--- config.mk ---
export PLATFORM = sky130hd
export DESIGN_NAME = oam_dma
export DESIGN_NICKNAME = d
export VERILOG_FILES = /design/src/rtl/oam_dma_pkg.sv /design/src/rtl/oam_dma.sv
export SDC_FILE = /design/constraint.sdc
export NUM_CORES = 1
export LEC_CHECK = 0
export BUFFER_PORTS_ARGS = -buffer_cell sky130_fd_sc_hd__buf_2
export CAP_MARGIN = 20
export CORE_MARGIN = 3
export CORE_UTILIZATION = 40
export CTS_CLUSTER_DIAMETER = 80
export DETAILED_ROUTE_END_ITERATION = 7
export PLACE_DENSITY = 0.69
export SYNTH_ARGS = -nofsm -noshare
export SYNTH_HDL_FRONTEND = slang
export SYNTH_SLANG_ARGS = --single-unit
export TNS_END_PERCENT = 30
--- constraint.sdc ---
create_clock -name clk -period 2.38 [get_ports clk]
set_input_delay 0.476 -clock clk [delete_from_list [all_inputs] [get_ports clk]]
set_output_delay 0.476 -clock clk [all_outputs]
set_load 0.02 [all_outputs]
--- src/rtl/oam_dma_pkg.sv ---
// Shared definitions for the sprite DMA sequencer.
// Holds the trigger/destination register addresses and the sequencer state encoding.
// No ports; imported by oam_dma.
package oam_dma_pkg;

   localparam logic [15:0] OAMDMA_ADDR  = 16'h4014;
   localparam logic [15:0] OAMDATA_ADDR = 16'h2004;

   typedef enum logic [2:0] {
      IDLE,
      HALT,
      ALIGN,
      READ,
      WRITE,
      DONE
   } dma_state_t;

endpackage

--- src/rtl/oam_dma.sv ---
// Sprite DMA sequencer: a CPU write of page P to $4014 halts the CPU and copies $PP00-$PPFF to OAMDATA.
// Ports: clk/rst (sync, active high), cpu_ce CPU-cycle strobe, CPU address/data/rw and bus read data in;
//        cpu_halt to the CPU core, dma_active bus-mux select, and registered DMA address/data/rw out.
module oam_dma
   import oam_dma_pkg::*;
#(
   parameter logic [15:0] DMA_REG_ADDR = oam_dma_pkg::OAMDMA_ADDR,
   parameter logic [15:0] OAMDATA_ADDR = oam_dma_pkg::OAMDATA_ADDR
) (
   input  logic        clk,
   input  logic        rst,
   input  logic        cpu_ce,
   input  logic [15:0] cpu_addr_i,
   input  logic [7:0]  cpu_data_i,
   input  logic        cpu_rw_i,
   input  logic [7:0]  bus_data_i,
   output logic        cpu_halt,
   output logic        dma_active,
   output logic [15:0] dma_addr_o,
   output logic [7:0]  dma_data_o,
   output logic        dma_rw_o
);

   dma_state_t  state, state_nxt;
   logic        parity;           // 0 = GET cycle, 1 = PUT cycle
   logic [7:0]  page, page_nxt;
   logic [7:0]  cnt, cnt_nxt;
   logic [7:0]  cnt_inc;
   logic        halt_nxt, active_nxt, rw_nxt;
   logic [15:0] addr_nxt;
   logic [7:0]  data_nxt;

   assign cnt_inc = cnt + 8'd1;

   always_ff @(posedge clk) begin
      if (rst) begin
         state      <= IDLE;
         parity     <= 1'b0;
         page       <= 8'h00;
         cnt        <= 8'h00;
         cpu_halt   <= 1'b0;
         dma_active <= 1'b0;
         dma_addr_o <= 16'h0000;
         dma_data_o <= 8'h00;
         dma_rw_o   <= 1'b1;
      end else if (cpu_ce) begin
         state      <= state_nxt;
         parity     <= ~parity;
         page       <= page_nxt;
         cnt        <= cnt_nxt;
         cpu_halt   <= halt_nxt;
         dma_active <= active_nxt;
         dma_addr_o <= addr_nxt;
         dma_data_o <= data_nxt;
         dma_rw_o   <= rw_nxt;
      end
   end

   always_comb begin
      state_nxt  = state;
      page_nxt   = page;
      cnt_nxt    = cnt;
      halt_nxt   = cpu_halt;
      active_nxt = dma_active;
      addr_nxt   = dma_addr_o;
      data_nxt   = dma_data_o;
      rw_nxt     = dma_rw_o;

      case (state)
         IDLE: begin
            if (!cpu_rw_i && (cpu_addr_i == DMA_REG_ADDR)) begin
               page_nxt  = cpu_data_i;
               halt_nxt  = 1'b1;
               state_nxt = HALT;
            end
         end
         HALT: begin
            // The CPU keeps completing write cycles despite RDY; the first
            // read cycle is the one it actually stalls on.
            if (cpu_rw_i) begin
               active_nxt = 1'b1;
               rw_nxt     = 1'b1;
               addr_nxt   = {page, cnt};
               // Current cycle GET means the next is PUT: burn one to realign.
               state_nxt  = parity ? READ : ALIGN;
            end
         end
         ALIGN: begin
            state_nxt = READ;
         end
         READ: begin
            // dma_data_o doubles as the byte latch for the following write.
            data_nxt  = bus_data_i;
            rw_nxt    = 1'b0;
            addr_nxt  = OAMDATA_ADDR;
            state_nxt = WRITE;
         end
         WRITE: begin
            cnt_nxt = cnt_inc;
            rw_nxt  = 1'b1;
            if (cnt == 8'hFF) begin
               // Termination is folded into this edge so the CPU resumes
               // on the very next cycle.
               halt_nxt   = 1'b0;
               active_nxt = 1'b0;
               cnt_nxt    = 8'h00;
               state_nxt  = IDLE;
            end else begin
               addr_nxt  = {page, cnt_inc};
               state_nxt = READ;
            end
         end
         DONE: begin
            halt_nxt   = 1'b0;
            active_nxt = 1'b0;
            rw_nxt     = 1'b1;
            cnt_nxt    = 8'h00;
            state_nxt  = IDLE;
         end
         default: begin
            state_nxt = IDLE;
         end
      endcase
   end

endmodule

## After elaboration in Yosys (flattened, before gate mapping)

Cells that the tools add are included.

- Register bits after elaboration: 47
- Input port bits: 36
- Word-level logic and storage cells: 55

- $add $sub $neg: 1
- Eq/ne operators: 11
- Mux-type cells: 16
- Bitwise gates (word level): 1
- Reduce and logical (&&, ||, !) cells: 17

Operators by type and width:

| operator | count |
|---|---|
| 16-bit one-hot mux with 3 select lines | 1 |
| 16-bit two-way mux | 2 |
| 16-bit by 15-bit equality test with 1-bit output, second input constant | 1 |
| 8-bit one-hot mux with 2 select lines | 1 |
| 3-bit one-hot mux with 5 select lines | 1 |
| 4-bit AND reduction | 3 |
| 3-bit nonzero test | 4 |
| 1-bit one-hot mux with 3 select lines | 3 |
| 3-bit AND reduction | 3 |
| 8-bit by 1-bit adder with 8-bit output, second input constant | 1 |
| 8-bit equality test, second input constant | 1 |
| 8-bit two-way mux | 1 |
| 2-bit inequality test, second input constant | 4 |
| 3-bit by 2-bit equality test with 1-bit output, second input constant | 2 |
| 3-bit equality test, second input constant | 2 |
| 3-bit two-way mux | 2 |
| 1-bit two-way mux | 4 |
| 2-bit AND reduction | 2 |
| 3-bit by 1-bit equality test with 1-bit output, second input constant | 1 |
| 3-bit logical NOT | 1 |
| 2-bit two-way mux | 1 |
| 2-bit nonzero test | 1 |
| 2-bit OR reduction | 1 |
| 1-bit logical AND | 1 |
| 2 further kinds | 2 |

## Longest topological paths before layout

- Depth after elaboration: 4
- Depth in mapped cells: 7

## Worst setup path after synthesis

OpenSTA, ideal clock, no wires.

- Path type: input to register
- Start point: input cpu_addr_i[8]
- End point: register state[0]
- Setup time: 103 ps
- Data arrival time: 1732 ps
- Setup slack: 545 ps
- Cell stages on the path: 4
- Path buffers: 0
- Cell sequence: or4_4 > nor3b_4 > a2111oi_2 > a2111oi_2

- Cells in the longest elaborated chain, start to end: 4

Ends and longest elaborated chain:

| element | line | RTL |
|---|---|---|
| start: declaration | oam_dma.sv:13 | `input logic [15:0] cpu_addr_i,` |
| 16-bit by 15-bit equality test with 1-bit output | oam_dma.sv:71 | `if (!cpu_rw_i && (cpu_addr_i == DMA_REG_ADDR)) begin` |
| 1-bit logical AND | oam_dma.sv:71 |  |
| 2-bit inequality test (no line) | n/a |  |
| 3-bit AND reduction (no line) | n/a |  |
| end signal: assignment | oam_dma.sv:47 | `state <= state_nxt;` |
| end: declaration | oam_dma.sv:24 | `dma_state_t state, state_nxt;` |

No other way between the ends.
A chain may end at the register's enable or synchronous reset.

## Worst setup path after layout

- Start point: register cnt[0]
- End point: register dma_addr_o[6]

- Cells in the longest elaborated chain, start to end: 3
- Elaborated cells between the ends (all ways): 6
- Classes of those cells: add/sub: 1; eq/ne: 2; mux: 2; reduce/logical: 1

Ends and longest elaborated chain:

| element | line | RTL |
|---|---|---|
| start: declaration | oam_dma.sv:27 | `logic [7:0] cnt, cnt_nxt;` |
| start signal: assignment | oam_dma.sv:50 | `cnt <= cnt_nxt;` |
| 8-bit by 1-bit adder with 8-bit output or 8-bit equality test (tied branches) | oam_dma.sv:33, oam_dma.sv:101 |  |
| 16-bit two-way mux or 2-bit inequality test (tied branches) | n/a |  |
| 16-bit one-hot mux with 3 select lines or 4-bit AND reduction (tied branches) | n/a |  |
| end signal: assignment | oam_dma.sv:53 | `dma_addr_o <= addr_nxt;` |
| end: declaration | oam_dma.sv:19 | `output logic [15:0] dma_addr_o,` |

Several ways; a longest one is shown, not always the timed one. The select of a mux whose other input is x is not followed.

==> flow_metrics.py <==
metrics = {
    "routing": {
        "detail_route.wl_per_cell_um": 14.02,
        "wirelength_um": 5580,
        "drt_first_iter_violations": 125,
        "drtAntennaViolNets": 0,
        "route.detailed.vias_per_inst": 5.485,
        "first_pass_iteration_count_of_the_detailed_router": 4,
        "total_number_of_vias": 2183,
        "drcViolationCount": 0,
    },
    "timing": {
        "clock-skew-final_ns": 0.007091,
        "achievable-frequency_mhz": 499.3,
        "hold_violations": 0,
        "max_slew.worst_pin.slew_ns": 0.7800,
        "post-route-period-util_pct": 84.16,
        "final-setup-viol-count": 0,
        "timing.final.crit_period_ns": 2.003,
        "worst_slew_margin_rel_pct": 47.65,
        "grt_setup_unrepaired": "no",
        "tns_ns": 0,
        "timing_max_transition_violations_final": 0,
    },
    "worst_setup_path": {
        "worst_path_dominant_cell_family": "compound AO/OA/AOI/OAI gates",
        "reg2reg_setup_slack_ns": 0.38,
        "cpPeakStageDelay_ns": 0.47,
        "r2r.worst_path.cells": 5,
        "buffers_plus_inverters_on_the_worst_setup_path": 0,
        "worst_ep_arrival_time_ns": 2.21,
        "critical_path_peak_fanout": 11,
        "setup.worst_path.start_class": "register",
        "slowest_stage": "sky130_fd_sc_hd__dfxtp_1",
        "cp.required_ns": 2.59,
        "cp-end-kind": "register",
        "rr_endpoint": "dma_addr_o[6]",
        "timing.setup.critical_path_class": "reg2reg",
        "path_cells": "ha_1 > and3_1 > a21o_1 > nand2_2 > a311oi_1",
        "worst_r2r_startpoint": "cnt[0]",
    },
    "run": {
        "maxCapViolCount": 0,
    },
    "clock_tree": {
        "cts_num_sinks": 47,
        "worst_setup_hold_path_clk_slew_ns": 0.09,
        "maximum_buffer_depth_of_the_clock_tree": 2,
        "tritoncts": "yes",
        "cts_root_buf": "sky130_fd_sc_hd__clkbuf_8",
        "tritoncts.num_buffers": 5,
        "cts-hold-fix-buffers": 0,
        "clock_latency_ns": 0.30,
        "htree_levels": 2,
        "cts_post_setup_buffers_inserted": 0,
        "cts_resized": 0,
    },
    "die": {
        "boundaryPins": 63,
        "initial_core_util_pct": 42.85,
        "core.rowCount": 26,
        "core_region_area_um2": 5303,
        "die_width_um": 81.37,
        "dieArea_um2": 6621,
        "die_h_um": 81.37,
    },
    "finish": {
        "flow.area_growth_from_synthesis_pct": 20.26,
        "final_area_um2": 2733,
        "ff_latch_area_um2": 940.9,
        "multiInputGateArea_um2": 1227,
        "final_layout_size_suffix_gt1_share_pct": 26.22,
        "final_net_count": 365,
        "fill_cells": 536,
        "antenna-diode-count": 0,
    },
    "power_and_ir_drop": {
        "power_density_nw_per_um2": 524.5,
        "total_leakage_power_nw": 1.035,
        "max-vdd-ir-drop_v": 0.0001906,
    },
    "grt": {
        "met2_use_gr_pct": 27.61,
        "antenna_found_initial": 0,
        "track_usage_pct": 17.47,
        "grt_start_max_net_pins": 20,
        "wire_length_of_the_first_global_routing_pass_um": 9232,
        "grtUsageMet1_pct": 24.03,
        "globalRoute.busiestLayer": "met2",
        "grt_pass1_vias": 2034,
        "groute.layer.met3.usage_pct": 3.659,
        "grt_overflow_total": 0,
    },
    "place": {
        "port-buffer-count": 62,
        "placed_area_um2": 2626,
        "dp_hpwl_um": 3977,
        "gp_congestion": 0.7730,
    },
    "yosys": {
        "yosysMostFrequentCell": "sky130_fd_sc_hd__dfxtp_1",
        "synth_area_leaders": "sky130_fd_sc_hd__dfxtp_1 41%, sky130_fd_sc_hd__a21oi_1 7.9%, sky130_fd_sc_hd__nand2_1 4.6%",
        "synth_top_area_cell": "sky130_fd_sc_hd__dfxtp_1",
        "syn_nets": 311,
        "syn-mean-instance-area_um2": 8.293,
        "async_flop_share_pct": 0,
        "synth_seq_area_share_pct": 41.41,
        "yosys_warnings": 0,
        "netlist_area_um2": 2272,
        "synthDominantCellAreaShare_pct": 41.41,
        "ys_seq_elements": 47,
        "synth-edff-count": 0,
        "synthFlopType": "sky130_fd_sc_hd__dfxtp_1",
        "distinct_cell_type_count_of_the_synthesized_netlist": 47,
        "synth_common_cells": "47 x sky130_fd_sc_hd__dfxtp_1, 36 x sky130_fd_sc_hd__a21oi_1, 28 x sky130_fd_sc_hd__nand2_1",
        "syn_inst": 274,
    },
    "hold_path": {
        "worstHoldPathType": "in2reg",
        "hold_end": "dma_data_o[5]",
        "cells_on_worst_hold_path": 3,
        "timing.hold.worst.start": "bus_data_i[5]",
    },
    "run_status": {
        "run_status": "completed",
    },
}
## stage by stage
step | setup slack (ns) | hold WS, ns | total power [mW] | utilization, % | instances
2_1_floorplan | 0.5449 | 0.4500 | 0.8345 | - | 274
3_3_place_gp | 0.3840 | 0.4386 | 0.8718 | 49.53 | 391
3_5_place_dp | 0.3518 | 0.4484 | 0.8728 | 49.53 | 391
4_1_cts | 0.3793 | 0.4070 | 1.445 | 51.53 | 398
5_1_grt | 0.1795 | 0.4093 | 1.487 | 51.53 | 398
6_report | 0.3770 | 0.4107 | 1.433 | 51.53 | 398
## worst max-delay path by stage
stage,startpoint,cells past startpoint,end,slack (ns)
3_5_place_dp,cpu_addr_i[8],5,state[0],0.35
2_1_floorplan,cpu_addr_i[8],4,state[0],0.54
5_1_grt,cnt[0],5,dma_addr_o[6],0.18
6_report,cnt[0],5,dma_addr_o[6],0.38
3_3_place_gp,cpu_addr_i[8],5,state[0],0.38
4_1_cts,cnt[0],5,dma_addr_o[6],0.38
## placed cells by master, fill, tap and decap left out, types with 3 or more instances in the layout
cell type	count
sky130_fd_sc_hd__buf_2	62
sky130_fd_sc_hd__nand3_1	11
sky130_fd_sc_hd__and4_1	3
sky130_fd_sc_hd__buf_4	7
sky130_fd_sc_hd__o211ai_1	7
sky130_fd_sc_hd__nand3b_1	3
sky130_fd_sc_hd__clkbuf_8	5
sky130_fd_sc_hd__a211oi_1	5
sky130_fd_sc_hd__a21oi_1	36
sky130_fd_sc_hd__or3_1	4
sky130_fd_sc_hd__nand4_1	9
sky130_fd_sc_hd__nor2_1	14
sky130_fd_sc_hd__nand2_1	28
sky130_fd_sc_hd__a311oi_1	8
sky130_fd_sc_hd__and3b_1	3
sky130_fd_sc_hd__a31oi_1	4
sky130_fd_sc_hd__nor3_1	9
sky130_fd_sc_hd__nor2b_1	6
sky130_fd_sc_hd__dfxtp_1	47
sky130_fd_sc_hd__a21o_1	3
sky130_fd_sc_hd__o21ai_0	19
## registers in the layout (all words and copies together), names as in the netlist
name / flops
dma_addr_o: 16
cnt: 8
dma_data_o: 8
page: 8
state: 3
cpu_halt: 1
dma_active: 1
dma_rw_o: 1
parity: 1
## final cells by class
cell class,count,area share [%]
clock inverter,2,1.374
tap,70,3.205
multi-input combinational,203,44.92
clock buffer,5,2.518
sequential,47,34.43
timing repair buffer,69,13.28
inverter,2,0.2747
## cell families (layout without fill, tap and decap cells)
logic type	Yosys count	after routing	synth area share, %
compound gates	92	92	25.28
fa+ha+maj	1	1	0.5506
flops	47	47	41.41
simple gates	108	108	27.37
mux	1	1	0.4405
buf+inv	24	78	4.571
xor+xnor	1	1	0.3855
## worst reg2reg max path: stages, from the launching register on
cell and delay (ns):
sky130_fd_sc_hd__dfxtp_1 0.47, sky130_fd_sc_hd__ha_1 0.28, sky130_fd_sc_hd__and3_1 0.31, sky130_fd_sc_hd__a21o_1 0.39
sky130_fd_sc_hd__nand2_2 0.20, sky130_fd_sc_hd__a311oi_1 0.27
## report_power, final
part | internal (mW) | switching [mW] | total (mW)
combinational | 0.0324 | 0.0334 | 0.0658
sequential | 0.787 | 0.00113 | 0.788
clock | 0.307 | 0.272 | 0.579
total | 1.13 | 0.306 | 1.43
## per-layer routing
metal | share of wire (%) | vias up
li1 | - | 1127
met1 | 48 | 982
met2 | 46 | 68
met3 | 5.1 | 6
met4 | 0.91 | 0
met5 | 0 | -
Power figures use the tool's default switching activity.
